==> config.mk <==
export PLATFORM = sky130hd
export DESIGN_NAME = vga_timing_gen
export DESIGN_NICKNAME = d
export VERILOG_FILES = /design/src/rtl/vga_timing_pkg.sv /design/src/rtl/vga_timing_gen_axis.sv /design/src/rtl/vga_timing_gen.sv
export SDC_FILE = /design/constraint.sdc
export NUM_CORES = 1
export LEC_CHECK = 0
export ABC_AREA = 1
export BUFFER_PORTS_ARGS = -buffer_cell sky130_fd_sc_hd__buf_2
export CAP_MARGIN = 20
export CORE_MARGIN = 10
export CORE_UTILIZATION = 45
export CTS_CLUSTER_SIZE = 20
export DETAILED_ROUTE_END_ITERATION = 7
export PLACE_DENSITY = 0.72
export SETUP_SLACK_MARGIN = 0.5
export SYNTH_ARGS = -nofsm -noshare
export SYNTH_HDL_FRONTEND = slang
export SYNTH_SLANG_ARGS = --single-unit
==> constraint.sdc <==
create_clock -name clk_i -period 4 [get_ports clk_i]
set_input_delay 0.8 -clock clk_i [delete_from_list [all_inputs] [get_ports clk_i]]
set_output_delay 0.8 -clock clk_i [all_outputs]
set_load 0.05 [all_outputs]
==> src/rtl/vga_timing_pkg.sv <==
// Shared VGA timing constants (640x480@60 defaults), derived totals and the
// per-axis segment classifier used by both counter axes.
package vga_timing_pkg;

  localparam int H_DISPLAY_DEF = 640;
  localparam int H_FRONT_DEF   = 16;
  localparam int H_SYNC_DEF    = 96;
  localparam int H_BACK_DEF    = 48;
  localparam int V_DISPLAY_DEF = 480;
  localparam int V_FRONT_DEF   = 10;
  localparam int V_SYNC_DEF    = 2;
  localparam int V_BACK_DEF    = 33;
  localparam bit H_POL_DEF     = 1'b0;
  localparam bit V_POL_DEF     = 1'b0;
  localparam int HW_DEF        = 10;
  localparam int VW_DEF        = 10;

  localparam int H_TOTAL_DEF = H_DISPLAY_DEF + H_FRONT_DEF + H_SYNC_DEF + H_BACK_DEF;
  localparam int V_TOTAL_DEF = V_DISPLAY_DEF + V_FRONT_DEF + V_SYNC_DEF + V_BACK_DEF;

  typedef enum logic [1:0] {
    SEG_DISPLAY,
    SEG_FRONT,
    SEG_SYNC,
    SEG_BACK
  } axis_seg_e;

  // Segments are laid out display, front porch, sync, back porch along an axis.
  function automatic axis_seg_e seg_of(int pos, int display, int front, int sync);
    if (pos < display)                     return SEG_DISPLAY;
    else if (pos < display + front)        return SEG_FRONT;
    else if (pos < display + front + sync) return SEG_SYNC;
    else                                   return SEG_BACK;
  endfunction

endpackage

==> src/rtl/vga_timing_gen_axis.sv <==
// vga_axis_counter: one timing axis (count, wrap, sync window, active window).
// Sync is registered from the next count so it lines up with pos_o.
module vga_axis_counter
  import vga_timing_pkg::*;
#(
  parameter int DISPLAY = H_DISPLAY_DEF,
  parameter int FRONT   = H_FRONT_DEF,
  parameter int SYNC    = H_SYNC_DEF,
  parameter int BACK    = H_BACK_DEF,
  parameter bit POL     = H_POL_DEF,
  parameter int W       = HW_DEF
) (
  input  logic         clk_i,
  input  logic         rst_i,
  input  logic         adv_i,
  output logic [W-1:0] pos_o,
  output logic         wrap_o,
  output logic         sync_o,
  output logic         nxt_active_o
);

  localparam int TOTAL = DISPLAY + FRONT + SYNC + BACK;

  if (longint'(TOTAL) > (longint'(1) << W)) begin : g_width_chk
    $fatal(1, "vga_axis_counter: total %0d does not fit in %0d bits", TOTAL, W);
  end

  logic [W-1:0] pos_p1;
  logic [W-1:0] nxt_pos;
  logic         sync_p1;
  axis_seg_e    nxt_seg;

  assign wrap_o = adv_i && (pos_p1 == W'(TOTAL - 1));

  always_comb begin
    nxt_pos = pos_p1;
    if (wrap_o)     nxt_pos = '0;
    else if (adv_i) nxt_pos = pos_p1 + W'(1);
  end

  assign nxt_seg      = seg_of(int'(nxt_pos), DISPLAY, FRONT, SYNC);
  assign nxt_active_o = (nxt_seg == SEG_DISPLAY);

  // stage p1: count and sync decode registered together
  always_ff @(posedge clk_i) begin
    if (rst_i) begin
      pos_p1  <= '0;
      sync_p1 <= ~POL;
    end else begin
      pos_p1  <= nxt_pos;
      sync_p1 <= (nxt_seg == SEG_SYNC) ? POL : ~POL;
    end
  end

  assign pos_o  = pos_p1;
  assign sync_o = sync_p1;

endmodule

==> src/rtl/vga_timing_gen.sv <==
// VGA timing generator: horizontal/vertical counters, syncs, display enable.
// Define VGA_TIMING_STROBE_EN to enable the line_start_o/frame_start_o strobes.
module vga_timing_gen
  import vga_timing_pkg::*;
#(
  parameter int H_DISPLAY = H_DISPLAY_DEF,
  parameter int H_FRONT   = H_FRONT_DEF,
  parameter int H_SYNC    = H_SYNC_DEF,
  parameter int H_BACK    = H_BACK_DEF,
  parameter int V_DISPLAY = V_DISPLAY_DEF,
  parameter int V_FRONT   = V_FRONT_DEF,
  parameter int V_SYNC    = V_SYNC_DEF,
  parameter int V_BACK    = V_BACK_DEF,
  parameter bit H_POL     = H_POL_DEF,
  parameter bit V_POL     = V_POL_DEF,
  parameter int HW        = HW_DEF,
  parameter int VW        = VW_DEF
) (
  input  logic          clk_i,
  input  logic          rst_i,
  input  logic          pix_ce_i,
  output logic          hsync_o,
  output logic          vsync_o,
  output logic          display_on_o,
  output logic [HW-1:0] hpos_o,
  output logic [VW-1:0] vpos_o,
  output logic          line_start_o,
  output logic          frame_start_o
);

  logic h_wrap;
  logic h_nxt_active;
  logic v_nxt_active;
  logic unused_v_wrap;
  logic de_p1;

  vga_axis_counter #(
    .DISPLAY(H_DISPLAY), .FRONT(H_FRONT), .SYNC(H_SYNC), .BACK(H_BACK),
    .POL(H_POL), .W(HW)
  ) u_h (
    .clk_i       (clk_i),
    .rst_i       (rst_i),
    .adv_i       (pix_ce_i),
    .pos_o       (hpos_o),
    .wrap_o      (h_wrap),
    .sync_o      (hsync_o),
    .nxt_active_o(h_nxt_active)
  );

  // The vertical axis steps only on the cycle the line wraps.
  vga_axis_counter #(
    .DISPLAY(V_DISPLAY), .FRONT(V_FRONT), .SYNC(V_SYNC), .BACK(V_BACK),
    .POL(V_POL), .W(VW)
  ) u_v (
    .clk_i       (clk_i),
    .rst_i       (rst_i),
    .adv_i       (h_wrap),
    .pos_o       (vpos_o),
    .wrap_o      (unused_v_wrap),
    .sync_o      (vsync_o),
    .nxt_active_o(v_nxt_active)
  );

  // stage p1: display enable registered from the next-count decode of both axes
  always_ff @(posedge clk_i) begin
    if (rst_i) de_p1 <= 1'b1;
    else       de_p1 <= h_nxt_active && v_nxt_active;
  end

  assign display_on_o = de_p1;

`ifdef VGA_TIMING_STROBE_EN
  // Strobe on the advancing cycle at column 0, so a stall cannot stretch it
  // and the first enabled cycle after reset still produces one.
  assign line_start_o  = pix_ce_i && !rst_i && (hpos_o == '0);
  assign frame_start_o = line_start_o && (vpos_o == '0);
`else
  assign line_start_o  = 1'b0;
  assign frame_start_o = 1'b0;
`endif

endmodule

# Word level (Yosys, flattened, before mapping)
# Cells that the tools add are included.
# word_totals
reg_bits	23
in_bits	3
out_inout_bits	25
elab_cells	34
# op_classes
n_addsub	2
n_lt_le_gt_ge	6
n_eq_ne	4
n_mux	12
n_reduce_logical	5
# op_table
operator	n
10-bit two-way mux	4
10-bit < comparator, second input constant	3
10-bit by 9-bit < comparator with 1-bit output, second input constant	3
10-bit by 1-bit adder with 10-bit output, second input constant	2
10-bit equality test, second input constant	2
2-bit two-way mux	4
2-bit equality test, second input constant	2
2-bit logical NOT	2
1-bit two-way mux	4
1-bit logical AND	3

# Logic depth before layout (Yosys ltp)
# Gate-level depths: netlist (run 1).
# logic_depth
depth_word	10
mapped_depth	13
depth_no_buf	12

# Cells and area by module
# A second synthesis (run 1) with hierarchy kept.
# unflattened
hier_cells	213
area_unflattened_um2	1416.4
# by_module_without_submodules
module	instances	cells_per_inst	area_per_inst_um2	seq_area_each_um2
vga_axis_counter at u_v	1	109	691.9	220.2
vga_axis_counter at u_h	1	97	674.4	220.2
vga_timing_gen	1	7	50.0	20.0

# Least setup slack after synthesis (run 1)
# No wires, ideal clock.
# synth_timing
path_type	flip-flop to flip-flop
from	reg u_h.pos_p1[0] (netlist: u_h.pos_o[0])
to	reg u_v.sync_p1 (netlist: u_v.sync_o)
setup_time_ns	0.114
t_arrival_ns	1.823
t_required_ns	3.886
path_slack_ns	2.062
path_stages_with_launch	13
path_buffers	0
synth_period_minus_slack_ns	1.938
path_cell_list	dfxtp_1 -> ha_1 -> nand2_1 -> nor2_2 -> nand2_2 -> inv_1 -> nand2_2 -> o21ai_1 -> nand2_1 -> nand2_1 -> nand2_1 -> nor2_1 -> nand2_1
# synth_between
elab_chain_cells	10
elab_cells_between_ends	13
classes_between	3 x order compare; 2 x eq/ne; 6 x mux; 2 x reduce/logical
# synth_rtl
item	line	rtl
start, declared	vga_timing_gen_axis.sv:28	logic [W-1:0] pos_p1;
start signal, assigned	vga_timing_gen_axis.sv:50	pos_p1 <= nxt_pos;
10-bit equality test *	vga_timing_gen_axis.sv:33	assign wrap_o = adv_i && (pos_p1 == W'(TOTAL - 1));
1-bit logical AND *	vga_timing_gen_axis.sv:33	
10-bit two-way mux or 1-bit logical AND (tied branches)	vga_timing_gen_axis.sv:38, vga_timing_gen_axis.sv:33	
10-bit two-way mux *	vga_timing_gen_axis.sv:37	if (wrap_o) nxt_pos = '0;
10-bit by 9-bit < comparator with 1-bit output	vga_timing_pkg.sv:32	else if (pos < display + front + sync) return SEG_SYNC;
1-bit two-way mux	vga_timing_pkg.sv:32	
2-bit two-way mux	vga_timing_pkg.sv:31	else if (pos < display + front) return SEG_FRONT;
2-bit two-way mux *	vga_timing_pkg.sv:30	if (pos < display) return SEG_DISPLAY;
2-bit equality test *	vga_timing_gen_axis.sv:51	sync_p1 <= (nxt_seg == SEG_SYNC) ? POL : ~POL;
1-bit two-way mux *	vga_timing_gen_axis.sv:51	
end signal, assigned	vga_timing_gen_axis.sv:48	sync_p1 <= ~POL;
end signal, assigned	vga_timing_gen_axis.sv:51	
end, declared	vga_timing_gen_axis.sv:30	logic sync_p1;
# Every way passes the cells marked *; elsewhere a longest branch is shown, timed or not.
# A chain may end at the register's enable or synchronous reset.

# Worst setup path in the final report (run 1)
# layout_timing
from	reg u_h.pos_p1[4] (netlist: u_h.pos_o[4])
to	out hpos_o[4]
# layout_lines
item	line	rtl
end, declared	vga_timing_gen.sv:25	output logic [HW-1:0] hpos_o,
# No word-level cell between the ends.

==> results of run 1 <==
==> metal layers <==
| metal | wire length (µm) | vias to the layer above | track usage | part of all wire |
|---|---|---|---|---|
| li1 | - | 780 | - | - |
| met1 | 1650 | 663 | 0.151 | 0.47 |
| met2 | 1530 | 57 | 0.189 | 0.43 |
| met3 | 343 | 2 | 0.0366 | 0.097 |
| met4 | 20 | 0 | 0.0360 | 0.0056 |
| met5 | 0 | - | 0 | 0 |
==> final timing paths <==
kind / end / slack, ns / cells past startpoint
worst min-delay path: u_h.pos_o[1] / 0.54 / 2
worst min register to register: u_h.pos_o[1] / 0.54 / 2
worst max register to register: display_on_o / 2.08 / 10
worst max-delay path: hpos_o[4] / 2.04 / 1
==> through the flow <==
step	hold WS [ns]	std cells	total power, W
3_5_place_dp	0.522	298	0.000272
4_1_cts	0.541	302	0.000379
5_1_grt	0.560	302	0.000393
3_3_place_gp	0.494	298	0.000272
6_report	0.538	302	0.000376
2_1_floorplan	0.708	234	0.000266
==> logic make-up after synthesis <==
| family | Yosys count |
|---|---|
| AO/OA/AOI/OAI | 9 |
| XOR/XNOR | 4 |
| adder cells (fa/ha/maj) | 3 |
| buffers and inverters | 33 |
| flip-flops | 23 |
| other | 1 |
| AND/OR/NAND/NOR | 160 |
==> Yosys cell counts (all sizes together) <==
| master | count |
|---|---|
| nor2 | 46 |
| ha | 3 |
| nand4 | 7 |
| clkbuf | 1 |
| conb | 1 |
| dfxtp | 23 |
| a21oi | 6 |
| nand3b | 1 |
| nand3 | 26 |
| nand2 | 77 |
| nor3 | 3 |
| xnor2 | 2 |
| o21ai | 3 |
| buf | 4 |
| inv | 28 |
| xor2 | 2 |
==> sequential cells by signal, summed over array words and instances (netlist names) <==
signal	cells
u_v.pos_o	10
u_h.sync_o	1
u_h.pos_o	10
u_v.sync_o	1
display_on_o	1
==> report_power, final <==
part / internal (W) / switching, W / total, W
Clock: 0.0000388 / 0.0000707 / 0.000110
Sequential: 0.000231 / 0.00000322 / 0.000235
Combinational: 0.00000647 / 0.0000257 / 0.0000322
==> layout make-up <==
| type | instances | area [µm²] |
|---|---|---|
| sequential | 23 | 460 |
| tap | 44 | 55.1 |
| timing repair buffer | 25 | 125 |
| inverter | 28 | 105 |
| fill | 336 | 1440 |
| multi-input combinational | 178 | 817 |
| clock buffer | 4 | 26.3 |
==> flow_summary_export.csv, run 1 <==
group,metric,value,unit
finish,finalNetCount,265,
sta,hold_violations,0,
logic_synthesis,netlist_instances,233,
critical_path,cpMaxStageDelayCell,"dfxtp_1",
die,die_y,75.9,µm
hold_path,hp-class,"reg -> reg",
logic_synthesis,synth-seq-cells,23,
logic_synthesis,synth_area_leaders,"dfxtp_1, nand2_1, nor2_1, nand3_1, inv_1",
critical_path,cp_top_family,"flip-flops",
critical_path,crit_start,"u_h.pos_o[4]",
sta,setup_viol,0,
placed_design,dp_hpwl,2790,µm
detailed_routing,postRouteAntennaNets,0,
die,dieWidth,75.9,µm
clock_tree,numCtsBuffers,3,
clock_tree,cts.sinks,23,
finish,final_util,0.525,
sta,max_freq,510,MHz
finish,drive_gt1_frac,0.147,
detailed_routing,wl_per_cell,11.7,µm
global_routing,grt_pass1_vias,1356,
critical_path,arrival,1.16,ns
clock_tree,cts_buffer_depth,2,
detailed_routing,drc,0,
detailed_routing,viasPerCell,4.97,
die,initial_core_util,0.465,
placed_design,gp_congestion,0.850,
logic_synthesis,syn_area,1410,µm²
clock_tree,htree_levels,1,
global_routing,grt_max_degree,13,
logic_synthesis,yosys.area_share.simple,0.489,
die,io-pin-count,28,
logic_synthesis,synth_area_leader_cell,"dfxtp_1",
die,die-area,5770,µm²
clock_tree,clk_pin_slew_worst_paths,0.13,ns
logic_synthesis,yosysUniqueCellTypes,23,
logic_synthesis,synth_mux_area_frac,0,
placed_design,place_ws,1.89,ns
placed_design,port_buffers,25,
global_routing,grt_antenna_before_repair,0,
clock_tree,cts_setup_buffers,0,
power,max-vdd-ir-drop,0.0911,mV
critical_path,timing.rr.start,"u_h.pos_o[0]",
power,powerDensity,237,nW/µm²
finish,final_common_cell,"nand2_1",
flow_run,cap_viol_max_count,0,
detailed_routing,dr.pass1.iters,4,
logic_synthesis,synth_top_family_by_area,"simple AND/OR/NAND/NOR gates",
clock_tree,cts_hold_buf,0,
sta,fin_crit,1.96,ns
global_routing,grt_first_pass_wirelength,6000,µm
logic_synthesis,synth_compound_area_frac,0.0347,
hold_path,worstHoldStart,"u_h.pos_o[1]",
logic_synthesis,yosys.area_share.adder,0.0267,
critical_path,critPathBufInv,1,
sta,skew,0.00466,ns
critical_path,endpoint_kind,"output pin",
global_routing,grt.total_usage,0.120,
sta,timing.final.ws_setup,2.04,ns
finish,layout_common_cells,"nand2_1, nor2_1, inv_1",
critical_path,criticalPathCategory,"reg -> out",
detailed_routing,vias,1502,
critical_path,critPathRequiredTime,3.20,ns
critical_path,slowest_delay,0.53,ns
finish,syn2layout_area_growth,12.9,%
clock_tree,cts_root_buffer,"clkbuf_4",
placed_design,postPlaceCellArea,1560,µm²
global_routing,grt_overflow,0,
logic_synthesis,synth-xor-area-share,0.0249,
clock_tree,insertion_delay,0.30,ns
power,p_leak,0.743,nW
detailed_routing,drt_iter0_drc,93,
clock_tree,cts_resized,0,
logic_synthesis,seq_area_frac_synth,0.327,
logic_synthesis,yosysWarnings,0,
critical_path,crit_path_start_kind,"register",
die,coreArea,3030,µm²
sta,finalCritPeriodShare,0.491,
clock_tree,cts_tree,"built",
sta,rsz0062_at_grt,"false",
critical_path,path_max_fanout,9,
logic_synthesis,yosysTopAreaCellShare,0.327,
detailed_routing,wl,3550,µm
critical_path,cp_cell_sequence,"buf_2",
sta,finalMaxSlewViolations,0,
sta,fin_setup_tns,0,ns
finish,n_antenna_cell,0,
die,rows,20,
finish,final_area,1590,µm²
logic_synthesis,syn_avg_cell_area,6.04,µm²
status,outcome,"finished clean",
Note: power is estimated with default switching activity, not from simulation.
==> run 2, diff against run 1 <==
PLACE_DENSITY = 0.75   (was 0.72)
clock period = 1.7 ns   (was 4 ns; I/O delays follow)
==> run 2 against run 1 <==
Compared with the run above:
- final area is 50% higher
- final cell count rose by 8.3%
- register-to-register slack worse by 2.0 ns
- core utilization up 26 points
- combinational power rose to 3.8 times the previous value
- via count is 19% higher
- die area unchanged
- hold slack got worse by 0.21 ns
- largest power group unchanged
==> flow_summary_export.csv, run 2 (same netlist as run 1, synthesis figures left out) <==
group,metric,value,unit
clock_tree,numCtsBuffers,3,
finish,finalNetCount,290,
clock_tree,cts_tree,"built",
critical_path,path_max_fanout,3,
critical_path,cp.depth,11,
clock_tree,cts_buffer_depth,2,
sta,skew,0.00987,ns
global_routing,grt_max_degree,13,
die,die-area,5770,µm²
sta,hold_violations,0,
power,combPwrFrac,0.132,
critical_path,ff2ff_path_depth,11,
sta,finalMaxSlewViolations,0,
placed_design,gp_congestion,0.930,
clock_tree,insertion_delay,0.32,ns
sta,rsz0062_at_grt,"true",
detailed_routing,drc,0,
power,max-vdd-ir-drop,0.321,mV
finish,fin_cells,327,
placed_design,placed_cells,299,
critical_path,cp_cell_sequence,"ha_4 -> buf_4 -> nand3_4 -> nor2_2 -> nand3_2 -> nand2_4 -> nand3_1 -> a21oi_2 -> nor2_1 -> nand2_1 -> nand2_1",
critical_path,arrival,1.87,ns
sta,setup_viol,0,
detailed_routing,vias,1791,
finish,n_antenna_cell,0,
critical_path,r2r-end,"display_on_o",
die,io-pin-count,28,
finish,final_area,2380,µm²
detailed_routing,drt_iter0_drc,237,
critical_path,slowest_delay,0.39,ns
global_routing,grt_overflow,0,
clock_tree,htree_levels,1,
clock_tree,cts_hold_buf,0,
finish,layout_common_cells,"nand2_1, inv_1, nor2_1",
power,p_leak,0.973,nW
hold_path,hp-class,"in -> reg",
critical_path,worst_path_most_repeated_cell,"nand2_1",
die,dieWidth,75.9,µm
die,initial_core_util,0.465,
global_routing,grt.total_usage,0.153,
die,rows,20,
global_routing,grt_pass1_vias,1610,
detailed_routing,wl,5390,µm
flow_run,cap_viol_max_count,0,
power,pwr-share-clk,0.288,
detailed_routing,wl_per_cell,16.5,µm
die,die_y,75.9,µm
clock_tree,cts.sinks,23,
power,net-switching-power,0.000264,W
placed_design,port_buffers,25,
placed_design,dp_hpwl,2800,µm
placed_design,postPlaceCellArea,1660,µm²
power,p_int,0.000657,W
sta,finalCritPeriodShare,0.979,
critical_path,critPathRequiredTime,1.91,ns
clock_tree,clk_pin_slew_worst_paths,0.14,ns
power,seqPwrFrac,0.580,
hold_path,worstHoldStart,"rst_i",
hold_path,timing.hold.worst_endpoint,"u_v.pos_o[1]",
status,outcome,"finished clean",
finish,final_common_cell,"nand2_1",
die,coreArea,3030,µm²
power,finalPower,0.000921,W
detailed_routing,dr.pass1.iters,4,
finish,syn2layout_area_growth,69.2,%
detailed_routing,viasPerCell,5.48,
sta,fin_crit,1.66,ns
sta,max_freq,601,MHz
power,switching_share,0.287,
global_routing,grt_antenna_before_repair,0,
critical_path,endpoint_kind,"register",
detailed_routing,postRouteAntennaNets,0,
critical_path,critPathBufInv,1,
critical_path,timing.rr.start,"u_h.pos_o[1]",
hold_path,min_delay_path_depth,2,
global_routing,grt_first_pass_wirelength,7570,µm
critical_path,rrSetupSlack,0.04,ns
critical_path,cp_top_family,"simple AND/OR/NAND/NOR gates",
critical_path,criticalPathCategory,"reg -> reg",
finish,drive_gt1_frac,0.491,
critical_path,cpMaxStageDelayCell,"dfxtp_4",
clock_tree,cts_root_buffer,"clkbuf_4",
power,powerDensity,387,nW/µm²
critical_path,crit_path_start_kind,"register",
sta,holdWs,0.328,ns
-- run 2: routing by layer --
layer	up-vias	routed length (µm)	global-route usage
met3	30	478	0.0318
li1	827	-	-
met5	-	0	0
met1	830	2110	0.180
met2	104	2570	0.263
met4	0	233	0.0606
-- run 2: repair_timing --
action | in CTS | in global routing
buffers inserted | 19 | 5
gates resized for setup | 90 | 58
pin swaps | 7 | 15
setup endpoints to repair | 44 | 46
gates cloned | 0 | 0
-- run 2: per-stage QoR --
stage	TNS [ns]	utilization	setup WS, ns
final	0	0.786	0.0362
after global routing	-0.118	0.786	-0.0759
after CTS	0	0.701	0.117
after detailed placement	0	0.547	0.0430
after global placement	0	0.547	0.0370
after floorplan	0	-	0.168
-- run 2: how the worst max path moves through the flow --
stage                       from      endpoint  slack [ns]
finish              u_h.pos_o[1]  display_on_o        0.04
global route        u_h.pos_o[1]    u_v.sync_o       -0.08
CTS                 u_h.pos_o[0]    u_v.sync_o        0.12
detailed placement      pix_ce_i    u_v.sync_o        0.04
global placement        pix_ce_i    u_v.sync_o        0.04
floorplan           u_h.pos_o[0]    u_v.sync_o        0.17
-- run 2: worst reg2reg max path, stage by stage, from the launching register on --
cell     delay (ns)
dfxtp_4        0.39
ha_4           0.16
buf_4          0.13
nand3_4        0.08
nor2_2         0.12
nand3_2        0.12
nand2_4        0.11
nand3_1        0.09
a21oi_2        0.20
nor2_1         0.08
nand2_1        0.06
nand2_1        0.05
-- run 2: final cells by class --
cell class | count | area (µm²)
Sequential cell | 23 | 523
Multi-Input combinational cell | 178 | 1110
Tap cell | 44 | 55.1
Inverter | 28 | 105
Timing Repair Buffer | 50 | 558
Fill cell | 184 | 647
Clock buffer | 4 | 26.3
-- run 2: power by group through the flow --
| stage | logic (W) | clock network (W) | registers [W] |
|---|---|---|---|
| after global placement | 0.0000780 | 0 | 0.000555 |
| after global routing | 0.000129 | 0.000288 | 0.000535 |
| after detailed placement | 0.0000783 | 0 | 0.000556 |
| after floorplan | 0.0000461 | 0 | 0.000574 |
| final | 0.000121 | 0.000266 | 0.000534 |
| after CTS | 0.000107 | 0.000272 | 0.000533 |
==> run 3, diff against run 2 <==
PLACE_DENSITY = 0.72   (was 0.75)
clock period = 1.8 ns   (was 1.7 ns; I/O delays follow)
==> run 3 against run 2 <==
Compared with the run above:
- register-to-register slack improved by 0.12 ns
- sequential share of layout area increased by 3.2 points
- worst setup slack improved by 0.12 ns
- final area decreased by 14%
- fmax increased by 0.95%
- critical endpoint is now u_v.pos_o[2]
- largest power group unchanged
- highest routed layer unchanged
==> flow_summary_export.csv, run 3 (same netlist as run 1, synthesis figures left out) <==
group,metric,value,unit
placed_design,port_buffers,25,
clock_tree,insertion_delay,0.31,ns
clock_tree,cts_buffer_depth,2,
detailed_routing,wl_met2,1920,µm
hold_path,hp-class,"in -> reg",
critical_path,endpoint_kind,"register",
critical_path,cpMaxStageDelayCell,"dfxtp_4",
global_routing,grt.total_usage,0.131,
power,max-vdd-ir-drop,0.207,mV
die,die_y,75.9,µm
hold_path,worstHoldStart,"pix_ce_i",
sta,finalMaxSlewViolations,0,
finish,fin_cells,318,
die,dieWidth,75.9,µm
clock_tree,cts_tree,"built",
finish,n_antenna_cell,0,
sta,fin_crit,1.65,ns
sta,timing.final.ws_setup,0.152,ns
critical_path,slowest_delay,0.39,ns
finish,drive_gt1_frac,0.361,
die,coreArea,3030,µm²
sta,rsz0062_at_grt,"true",
power,powerDensity,414,nW/µm²
detailed_routing,vias,1592,
global_routing,grt_first_pass_wirelength,6620,µm
clock_tree,cts.sinks,23,
global_routing,grt_pass1_vias,1511,
detailed_routing,dr.pass1.iters,4,
placed_design,dp_hpwl,2780,µm
critical_path,critPathRequiredTime,2.05,ns
sta,hold_violations,0,
placed_design,postPlaceCellArea,1650,µm²
critical_path,path_max_fanout,4,
critical_path,arrival,1.90,ns
detailed_routing,wl_per_cell,12.5,µm
critical_path,cp_top_family,"simple AND/OR/NAND/NOR gates",
finish,syn2layout_area_growth,45.3,%
clock_tree,cts_hold_buf,0,
critical_path,critPathBufInv,3,
clock_tree,cts_root_buffer,"clkbuf_4",
detailed_routing,wl_met3,267,µm
power,p_leak,0.860,nW
placed_design,gp_congestion,0.889,
critical_path,timing.rr.start,"u_h.pos_o[0]",
sta,setup_viol,0,
finish,final_area,2050,µm²
critical_path,cp_cell_sequence,"ha_4 -> nand2_4 -> nor2_4 -> nand2_2 -> nor2_4 -> buf_6 -> nand3_1 -> nand2_1 -> nand2_2 -> buf_4 -> buf_4 -> nor2_1",
placed_design,place_ws,0.101,ns
global_routing,grt_max_degree,13,
detailed_routing,wl,3990,µm
status,outcome,"finished clean",
die,initial_core_util,0.465,
critical_path,criticalPathCategory,"reg -> reg",
global_routing,grt_antenna_before_repair,0,
clock_tree,clk_pin_slew_worst_paths,0.13,ns
sta,skew,0.00151,ns
die,die-area,5770,µm²
detailed_routing,routed.top_layer,"met4",
clock_tree,numCtsBuffers,3,
detailed_routing,viasPerCell,5.01,
die,rows,20,
placed_design,placed_cells,298,
sta,fin_setup_tns,0,ns
global_routing,grt_overflow,0,
detailed_routing,wl_met1,1750,µm
flow_run,cap_viol_max_count,0,
detailed_routing,drc,0,
detailed_routing,drt_iter0_drc,188,
finish,final_common_cell,"nand2_1",
sta,finalCritPeriodShare,0.916,
die,io-pin-count,28,
sta,max_freq,607,MHz
finish,layout_common_cells,"nand2_1, nor2_1, inv_1",
finish,finalNetCount,281,
clock_tree,htree_levels,1,
finish,final_util,0.676,
critical_path,crit_path_start_kind,"register",
detailed_routing,postRouteAntennaNets,0,
critical_path,crit_start,"u_h.pos_o[0]",
run 3: where the power goes:
group | internal, W | switching [W] | leakage [nW]
logic | 0.0000284 | 0.0000662 | 0.646
registers | 0.000499 | 0.00000678 | 0.199
clock network | 0.0000865 | 0.000161 | 0.0150
run 3: stage by stage:
stage | total power, W | hold WS (ns)
4_1_cts | 0.000857 | 0.348
5_1_grt | 0.000884 | 0.368
3_5_place_dp | 0.000599 | 0.505
2_1_floorplan | 0.000586 | 0.464
3_3_place_gp | 0.000598 | 0.496
6_report | 0.000848 | 0.356
run 3: tightest hold or removal path, stage by stage:
cell     delay [ns]
buf_2          0.16
nand2_1        0.07
a21oi_1        0.05
run 3: metal layers:
| metal | up-vias | track usage |
|---|---|---|
| met3 | 6 | 0.0342 |
| met1 | 733 | 0.167 |
| li1 | 812 | - |
| met5 | - | 0 |
| met2 | 41 | 0.209 |
| met4 | 0 | 0.0360 |
run 3: timing repair:
action                     in CTS  in global routing
gates resized for setup        42                 35
buffers inserted               10                  6
pin swaps                      11                 22
setup endpoints to repair      39                 34
hold endpoints to repair        0                  0
run 3: final cells by class:
type,count,area (µm²)
Clock buffer,4,26.3
Fill cell,247,982
Inverter,28,110
Multi-Input combinational cell,178,970
Sequential cell,23,515
Tap cell,44,55.1
Timing Repair Buffer,41,369
run 3: final timing paths:
check | endpoint | slack [ns] | depth (start not counted)
setup / recovery | u_v.pos_o[2] | 0.15 | 12
hold / removal | u_h.pos_o[1] | 0.36 | 3
setup reg to reg | u_v.pos_o[2] | 0.15 | 12
hold reg to reg | u_v.pos_o[7] | 0.54 | 2
